--- src/rtl/fp_div_seq.sv ---
// fp_div_seq -- sequencer for the single-precision (binary32) divide path.
//
// Takes an operand pair over a valid/ready handshake and unpacks both
// operands. Special cases (NaN, zero, infinity, and denormals, which are
// flushed to zero on input) are resolved directly. Ordinary operands drive
// an external combinational mantissa divider array. The array inputs are
// held for DIV_WAIT cycles before its quotient and remainder are sampled.
// The result is packed with round-toward-zero and flush-to-zero on
// underflow.
//
// Ports:
//   clk, rst          clock, synchronous active-high reset
//   in_valid/in_ready operand handshake; in_ready is high only when idle
//   in_a, in_b        dividend / divisor (binary32)
//   out_valid/out_ready result handshake; result is held until accepted
//   out_result        quotient (binary32)
//   out_flags         {invalid, divzero, overflow, underflow, inexact}
//   div_dividend      to array: {1, frac_a}
//   div_divisor       to array: {1, frac_b}
//   div_ge            to array: mant_a >= mant_b
//   div_quotient      from array: normalised quotient, bit 23 set
//   div_remainder     from array: nonzero means the quotient is inexact
module fp_div_seq #(
   parameter int DIV_WAIT = 2,
   parameter int CNT_W    = 4
) (
   input  logic        clk,
   input  logic        rst,
   input  logic        in_valid,
   output logic        in_ready,
   input  logic [31:0] in_a,
   input  logic [31:0] in_b,
   output logic        out_valid,
   input  logic        out_ready,
   output logic [31:0] out_result,
   output logic [4:0]  out_flags,
   output logic [23:0] div_dividend,
   output logic [23:0] div_divisor,
   output logic        div_ge,
   input  logic [23:0] div_quotient,
   input  logic [23:0] div_remainder
);

   typedef enum logic [2:0] {
      ST_IDLE,
      ST_UNPACK,
      ST_DIV,
      ST_PACK,
      ST_DONE
   } state_t;

   localparam logic [31:0] QNAN = 32'h7FC00000;

   state_t             state_reg, state_next;
   logic [CNT_W-1:0]   cnt_reg, cnt_next;
   logic [31:0]        a_reg, a_next;
   logic [31:0]        b_reg, b_next;
   logic signed [9:0]  exp_reg, exp_next;
   logic [23:0]        dividend_reg, dividend_next;
   logic [23:0]        divisor_reg, divisor_next;
   logic               ge_reg, ge_next;
   logic [31:0]        result_reg, result_next;
   logic [4:0]         flags_reg, flags_next;

   // Operand fields and classification (denormals count as zero)
   logic [7:0]         ea, eb;
   logic [22:0]        fa, fb;
   logic               sign;
   logic               a_zero, a_inf, a_nan;
   logic               b_zero, b_inf, b_nan;
   logic [23:0]        mant_a, mant_b;
   logic               mant_ge;
   logic signed [9:0]  exp_calc;
   logic               special;
   logic [31:0]        special_result;
   logic [4:0]         special_flags;

   // The array guarantees a normalised quotient, so its MSB carries no
   // information beyond "operands were legal".
   logic               quot_msb_unused;
   assign quot_msb_unused = div_quotient[23];

   assign ea     = a_reg[30:23];
   assign eb     = b_reg[30:23];
   assign fa     = a_reg[22:0];
   assign fb     = b_reg[22:0];
   assign sign   = a_reg[31] ^ b_reg[31];
   assign a_zero = (ea == 8'd0);
   assign b_zero = (eb == 8'd0);
   assign a_inf  = (ea == 8'hFF) && (fa == 23'd0);
   assign b_inf  = (eb == 8'hFF) && (fb == 23'd0);
   assign a_nan  = (ea == 8'hFF) && (fa != 23'd0);
   assign b_nan  = (eb == 8'hFF) && (fb != 23'd0);
   assign mant_a = {1'b1, fa};
   assign mant_b = {1'b1, fb};
   assign mant_ge = (mant_a >= mant_b);

   // When mant_a < mant_b the array shifts the dividend one place further
   // to keep the quotient normalised, so the exponent drops by one.
   assign exp_calc = $signed({2'b00, ea}) - $signed({2'b00, eb}) + 10'sd127
                     - (mant_ge ? 10'sd0 : 10'sd1);

   // Special-case resolution, highest priority first
   always_comb begin
      special        = 1'b1;
      special_result = 32'd0;
      special_flags  = 5'b00000;
      if (a_nan || b_nan) begin
         special_result = QNAN;
         special_flags  = 5'b10000;
      end else if ((a_zero && b_zero) || (a_inf && b_inf)) begin
         special_result = QNAN;
         special_flags  = 5'b10000;
      end else if (b_zero && !a_inf) begin
         special_result = {sign, 31'h7F800000};
         special_flags  = 5'b01000;
      end else if (a_inf) begin
         special_result = {sign, 31'h7F800000};
      end else if (a_zero || b_inf) begin
         special_result = {sign, 31'h00000000};
      end else begin
         special = 1'b0;
      end
   end

   always_ff @(posedge clk) begin
      if (rst) begin
         state_reg <= ST_IDLE;
      end else begin
         state_reg <= state_next;
      end
   end

   always_comb begin
      state_next    = state_reg;
      cnt_next      = cnt_reg;
      a_next        = a_reg;
      b_next        = b_reg;
      exp_next      = exp_reg;
      dividend_next = dividend_reg;
      divisor_next  = divisor_reg;
      ge_next       = ge_reg;
      result_next   = result_reg;
      flags_next    = flags_reg;
      case (state_reg)
         ST_IDLE: begin
            if (in_valid) begin
               a_next     = in_a;
               b_next     = in_b;
               state_next = ST_UNPACK;
            end
         end
         ST_UNPACK: begin
            if (special) begin
               result_next = special_result;
               flags_next  = special_flags;
               state_next  = ST_DONE;
            end else begin
               dividend_next = mant_a;
               divisor_next  = mant_b;
               ge_next       = mant_ge;
               exp_next      = exp_calc;
               cnt_next      = '0;
               state_next    = ST_DIV;
            end
         end
         ST_DIV: begin
            cnt_next = cnt_reg + 1'b1;
            if (cnt_reg == CNT_W'(DIV_WAIT - 1)) begin
               state_next = ST_PACK;
            end
         end
         ST_PACK: begin
            if (exp_reg >= 10'sd255) begin
               result_next = {sign, 31'h7F7FFFFF};
               flags_next  = 5'b00101;
            end else if (exp_reg <= 10'sd0) begin
               result_next = {sign, 31'h00000000};
               flags_next  = 5'b00011;
            end else begin
               result_next = {sign, exp_reg[7:0], div_quotient[22:0]};
               flags_next  = {4'b0000, |div_remainder};
            end
            state_next = ST_DONE;
         end
         ST_DONE: begin
            if (out_ready) begin
               state_next = ST_IDLE;
            end
         end
         default: begin
            state_next = ST_IDLE;
         end
      endcase
   end

   always_ff @(posedge clk) begin
      if (rst) begin
         cnt_reg      <= '0;
         a_reg        <= 32'd0;
         b_reg        <= 32'd0;
         exp_reg      <= 10'sd0;
         dividend_reg <= 24'd0;
         divisor_reg  <= 24'd0;
         ge_reg       <= 1'b0;
         result_reg   <= 32'd0;
         flags_reg    <= 5'd0;
      end else begin
         cnt_reg      <= cnt_next;
         a_reg        <= a_next;
         b_reg        <= b_next;
         exp_reg      <= exp_next;
         dividend_reg <= dividend_next;
         divisor_reg  <= divisor_next;
         ge_reg       <= ge_next;
         result_reg   <= result_next;
         flags_reg    <= flags_next;
      end
   end

   assign in_ready     = (state_reg == ST_IDLE);
   assign out_valid    = (state_reg == ST_DONE);
   assign out_result   = result_reg;
   assign out_flags    = flags_reg;
   assign div_dividend = dividend_reg;
   assign div_divisor  = divisor_reg;
   assign div_ge       = ge_reg;

endmodule

--- config.mk ---
export PLATFORM = sky130hd
export DESIGN_NAME = fp_div_seq
export DESIGN_NICKNAME = d
export VERILOG_FILES = /design/src/rtl/fp_div_seq.sv
export SDC_FILE = /design/constraint.sdc
export NUM_CORES = 1
export LEC_CHECK = 0
export ABC_AREA = 1
export CORE_MARGIN = 2
export CORE_UTILIZATION = 50
export CTS_CLUSTER_SIZE = 16
export DETAILED_ROUTE_END_ITERATION = 10
export HOLD_SLACK_MARGIN = 0.15
export PLACE_DENSITY = 0.81
export SLEW_MARGIN = 0
export SYNTH_ARGS = -nofsm -noshare
export SYNTH_HDL_FRONTEND = slang
export SYNTH_SLANG_ARGS = --single-unit
--- constraint.sdc ---
create_clock -name clk -period 3.3 [get_ports clk]
set_clock_uncertainty 0.2 [all_clocks]
set_input_delay 0.66 -clock clk [delete_from_list [all_inputs] [get_ports clk]]
set_output_delay 0.66 -clock clk [all_outputs]
set_load 0.02 [all_outputs]
==> metrics.md <==
| Metric | Value |
|---|---|
| Drt wl/cell | 14.4 µm |
| Fraction of the core area covered by cells at the end of the flow | 0.699 |
| Required time of the worst setup path | 3.46 ns |
| Count of pins on the block boundary | 204 |
| Slack of the worst reg-to-reg path | 0.11 ns |
| Vias in the first global route | 7221 |
| Sequential element share of the synthesized area | 0.403 |
| Count of TritonRoute iterations in the first routing pass | 5 |
| Clock tree root buffer cell | sky130_fd_sc_hd__clkbuf_16 |
| Delay of the slowest cell on the worst path | 0.37 ns |
| Bufs on Longest Clock Path | 2 |
| All-Layer GR Usage | 0.246 |
| Commonest cells after routing, fill and taps aside | sky130_fd_sc_hd__clkdlybuf4s50_1, sky130_fd_sc_hd__a21oi_1, sky130_fd_sc_hd__nand2_1 |
| Fin. max-slew vios | 0 |
| Source-to-sink clock delay at the later pin of the worst-skew pair | 0.43 ns |
| DRC violations left | 0 |
| Peak supply drop | 0.653 mV |
| Endpoint of the most critical setup path | exp_reg[9] |
| Power density cells | 1010 mW/mm² |
| Number of vias per cell | 5.17 |
| Transition time at the pin with the least slew margin | 0.892 ns |
| Pre-CTS setup slack | -0.133 ns |
| Upper clock frequency limit | 313 MHz |
| CP Data Arrival Time | 3.36 ns |
| Static Leak | 4.37 nW |
| Cells after Synth | 1110 |
| Net count, final | 1453 |
| Maximum number of pins on one net before global-route repair | 96 |
| Startpoint of the most critical register-to-register path | b_reg[19] |
| Die area | 0.0175 mm² |
| Number of synthesized register bits | 166 |
| Count of cells along the worst register-to-register path | 17 |
| Number of buffers inserted during clock tree synthesis | 17 |
| Synthesis Warnings | 0 |
| Chip width | 132 µm |
| Fin crit share | 0.968 |
| Remaining max-slew budget at the tightest pin | 0.406 |
| Endpoint type of the worst setup path | flip-flop |
| Total power of the final layout | 11.3 mW |
| Effective utilization at floorplan | 0.515 |
| HPWL after detailed placement | 15.2 mm |
| Syn nets | 1269 |
| Outcome | finished, final reports clean |
| Top layer reached by signal wires | met4 |
| Netlist area before placement | 0.00825 mm² |
| HP Class | reg -> reg |
| Count of antenna-violating nets left after detailed routing | 0 |
| Worst-path maximum fanout | 2 |
| CTS hold repair buffers | 0 |
| First-pass GRT wire length | 35.2 mm |
| Final instance count without filler cells | 1524 |
| Share of flip-flops with an asynchronous set or reset after synthesis | 0 |
| Placed cell count | 1489 |
| Predominant post-synthesis flop cell | sky130_fd_sc_hd__dfxtp_1 |
| Die extent in y | 132 µm |
| Detailed-route wire length | 22.0 mm |
| Most common cell after layout, fill and taps aside | sky130_fd_sc_hd__clkdlybuf4s50_1 |
| Worst setup path category | reg -> reg |
| Clock Pin Slew Worst Setup and Hold Paths | 0.07 ns |
| Dominant cells by area after synthesis | sky130_fd_sc_hd__dfxtp_1, sky130_fd_sc_hd__a21oi_1, sky130_fd_sc_hd__nand2_1 |
| CTS tree | yes |
| Area delta synth->final | 35.7% |
| Total core area | 0.0160 mm² |
| Number of max-capacitance violations reported | 0 |
| CTS sink count | 166 |
| Port Buf Inserts | 202 |
| Count of unique library cells instantiated by Yosys | 37 |
| Mean post-synth cell area | 7.43 µm² |
| Fraction of final layout cells with drive strength greater than 1 | 0.127 |
| Vias | 7883 |
| Global-route congestion overflow total | 0 |
| Met1 wire length | 9.96 mm |
| Violation count after the first detailed-route iteration | 511 |
| Setup TNS | 0 ns |
| # rows | 46 |
| Number of antenna violations at the first check in global routing | 0 |
| Largest area contributor in the netlist | sky130_fd_sc_hd__dfxtp_1 |
| EDFF count, synth | 0 |
| Cells traversed along the worst timing path | inv_1 -> ha_4 -> a21oi_1 -> o21ai_1 -> a211oi_2 -> nand4_1 -> ha_2 -> ha_4 -> fa_2 -> nand3_2 -> nand2_2 -> a21oi_2 -> o21bai_1 -> a21o_1 -> nor2_1 -> nor2_1 -> nor2_1 |
| Total count of hold-check failures in the final report | 0 |
| Met2 Wirelength | 10.5 mm |
| Final worst-path setup slack | 0.105 ns |
| Launching element type of the critical path | flip-flop |
| CP dominant cell by count | sky130_fd_sc_hd__nor2_1 |
| Met3 wire length | 1.12 mm |
| H-tree depth | 4 |
| GP Congestion | 0.846 |
| Startpoint of the worst setup timing path | b_reg[19] |
| Synth top area share | 0.403 |
| Slowest stage cell, crit path | sky130_fd_sc_hd__fa_2 |
| Terminus of the critical flop-to-flop path | exp_reg[9] |
| Setup violations, final | 0 |
| Crit path time final | 3.19 ns |
## cell usage after synthesis, drive strengths merged (3+ instances only)
| cell type | n |
|---|---|
| nor4 | 8 |
| dfxtp | 166 |
| nand3 | 78 |
| nand4 | 17 |
| ha | 41 |
| clkbuf | 35 |
| nor3 | 5 |
| inv | 158 |
| a21oi | 189 |
| buf | 29 |
| nand2 | 166 |
| or2 | 3 |
| o21ai | 112 |
| xor2 | 10 |
| nor2 | 80 |
## cell families after synthesis
| group | Yosys count | share of synthesized area |
|---|---|---|
| simple gates | 357 | 0.205 |
| compound gates | 309 | 0.198 |
| buf+inv | 224 | 0.116 |
| flops | 166 | 0.403 |
| fa+ha+maj | 43 | 0.0671 |
| xor+xnor | 11 | 0.0117 |
## final cells by class
class / count / area [µm²]
Antenna cell: 1 / 2.50
Clock buffer: 18 / 439
Clock inverter: 14 / 165
Fill cell: 1360 / 4810
Inverter: 160 / 601
Multi-Input combinational cell: 720 / 4120
Sequential cell: 166 / 3340
Tap cell: 216 / 270
Timing Repair Buffer: 229 / 2240
## metrics by stage
| stage | cell area [µm²] | hold slack [ns] |
|---|---|---|
| 2_1_floorplan | 8250 | 0.246 |
| 3_3_place_gp | 10400 | 0.230 |
| 3_5_place_dp | 10400 | 0.234 |
| 4_1_cts | 11000 | 0.245 |
| 5_1_grt | 11200 | 0.265 |
| 6_report | 11200 | 0.245 |
## power by group
| part | internal [mW] | switching (mW) | leakage, nW |
|---|---|---|---|
| registers | 2.63 | 0.419 | 1.36 |
| clock network | 1.16 | 0.875 | 0.284 |
| logic | 2.55 | 3.64 | 2.72 |
| total | 6.33 | 4.93 | 4.37 |
## critical path, delay by kind of cell, from the launching register on
kind / cells / cell delay [ns]
adder cells (fa/ha/maj): 4 / 1.01
buffers and inverters: 1 / 0.10
flip-flops: 1 / 0.32
AO/OA/AOI/OAI: 6 / 0.94
AND/OR/NAND/NOR: 6 / 0.56
## how the worst min path moves through the flow
| stage | from | end | slack, ns | cells past startpoint |
|---|---|---|---|---|
| final | div_divisor[17] | div_divisor[17] | 0.24 | 2 |
| after global routing | div_dividend[15] | div_dividend[15] | 0.26 | 2 |
| after CTS | div_dividend[16] | div_dividend[16] | 0.25 | 2 |
| after detailed placement | div_divisor[19] | div_divisor[19] | 0.23 | 2 |
| after global placement | div_dividend[17] | div_dividend[17] | 0.23 | 2 |
| after floorplan | b_reg[22] | b_reg[22] | 0.25 | 2 |
## per-layer routing
layer  vias up  GRT usage
met3        32     0.0490
met2       236      0.406
met4         0     0.0860
li1       4002          -
met1      3613      0.321
met5         -          0
## timing repair
| action | in CTS | in global routing |
|---|---|---|
| endpoints found under the hold margin | 0 | 0 |
| gates resized for setup | 3 | 41 |
| endpoints found under the setup margin | 3 | 4 |
| pin swaps | 3 | 12 |
| buffers inserted | 1 | 1 |
No activity file was read; power rests on OpenSTA's default activity.
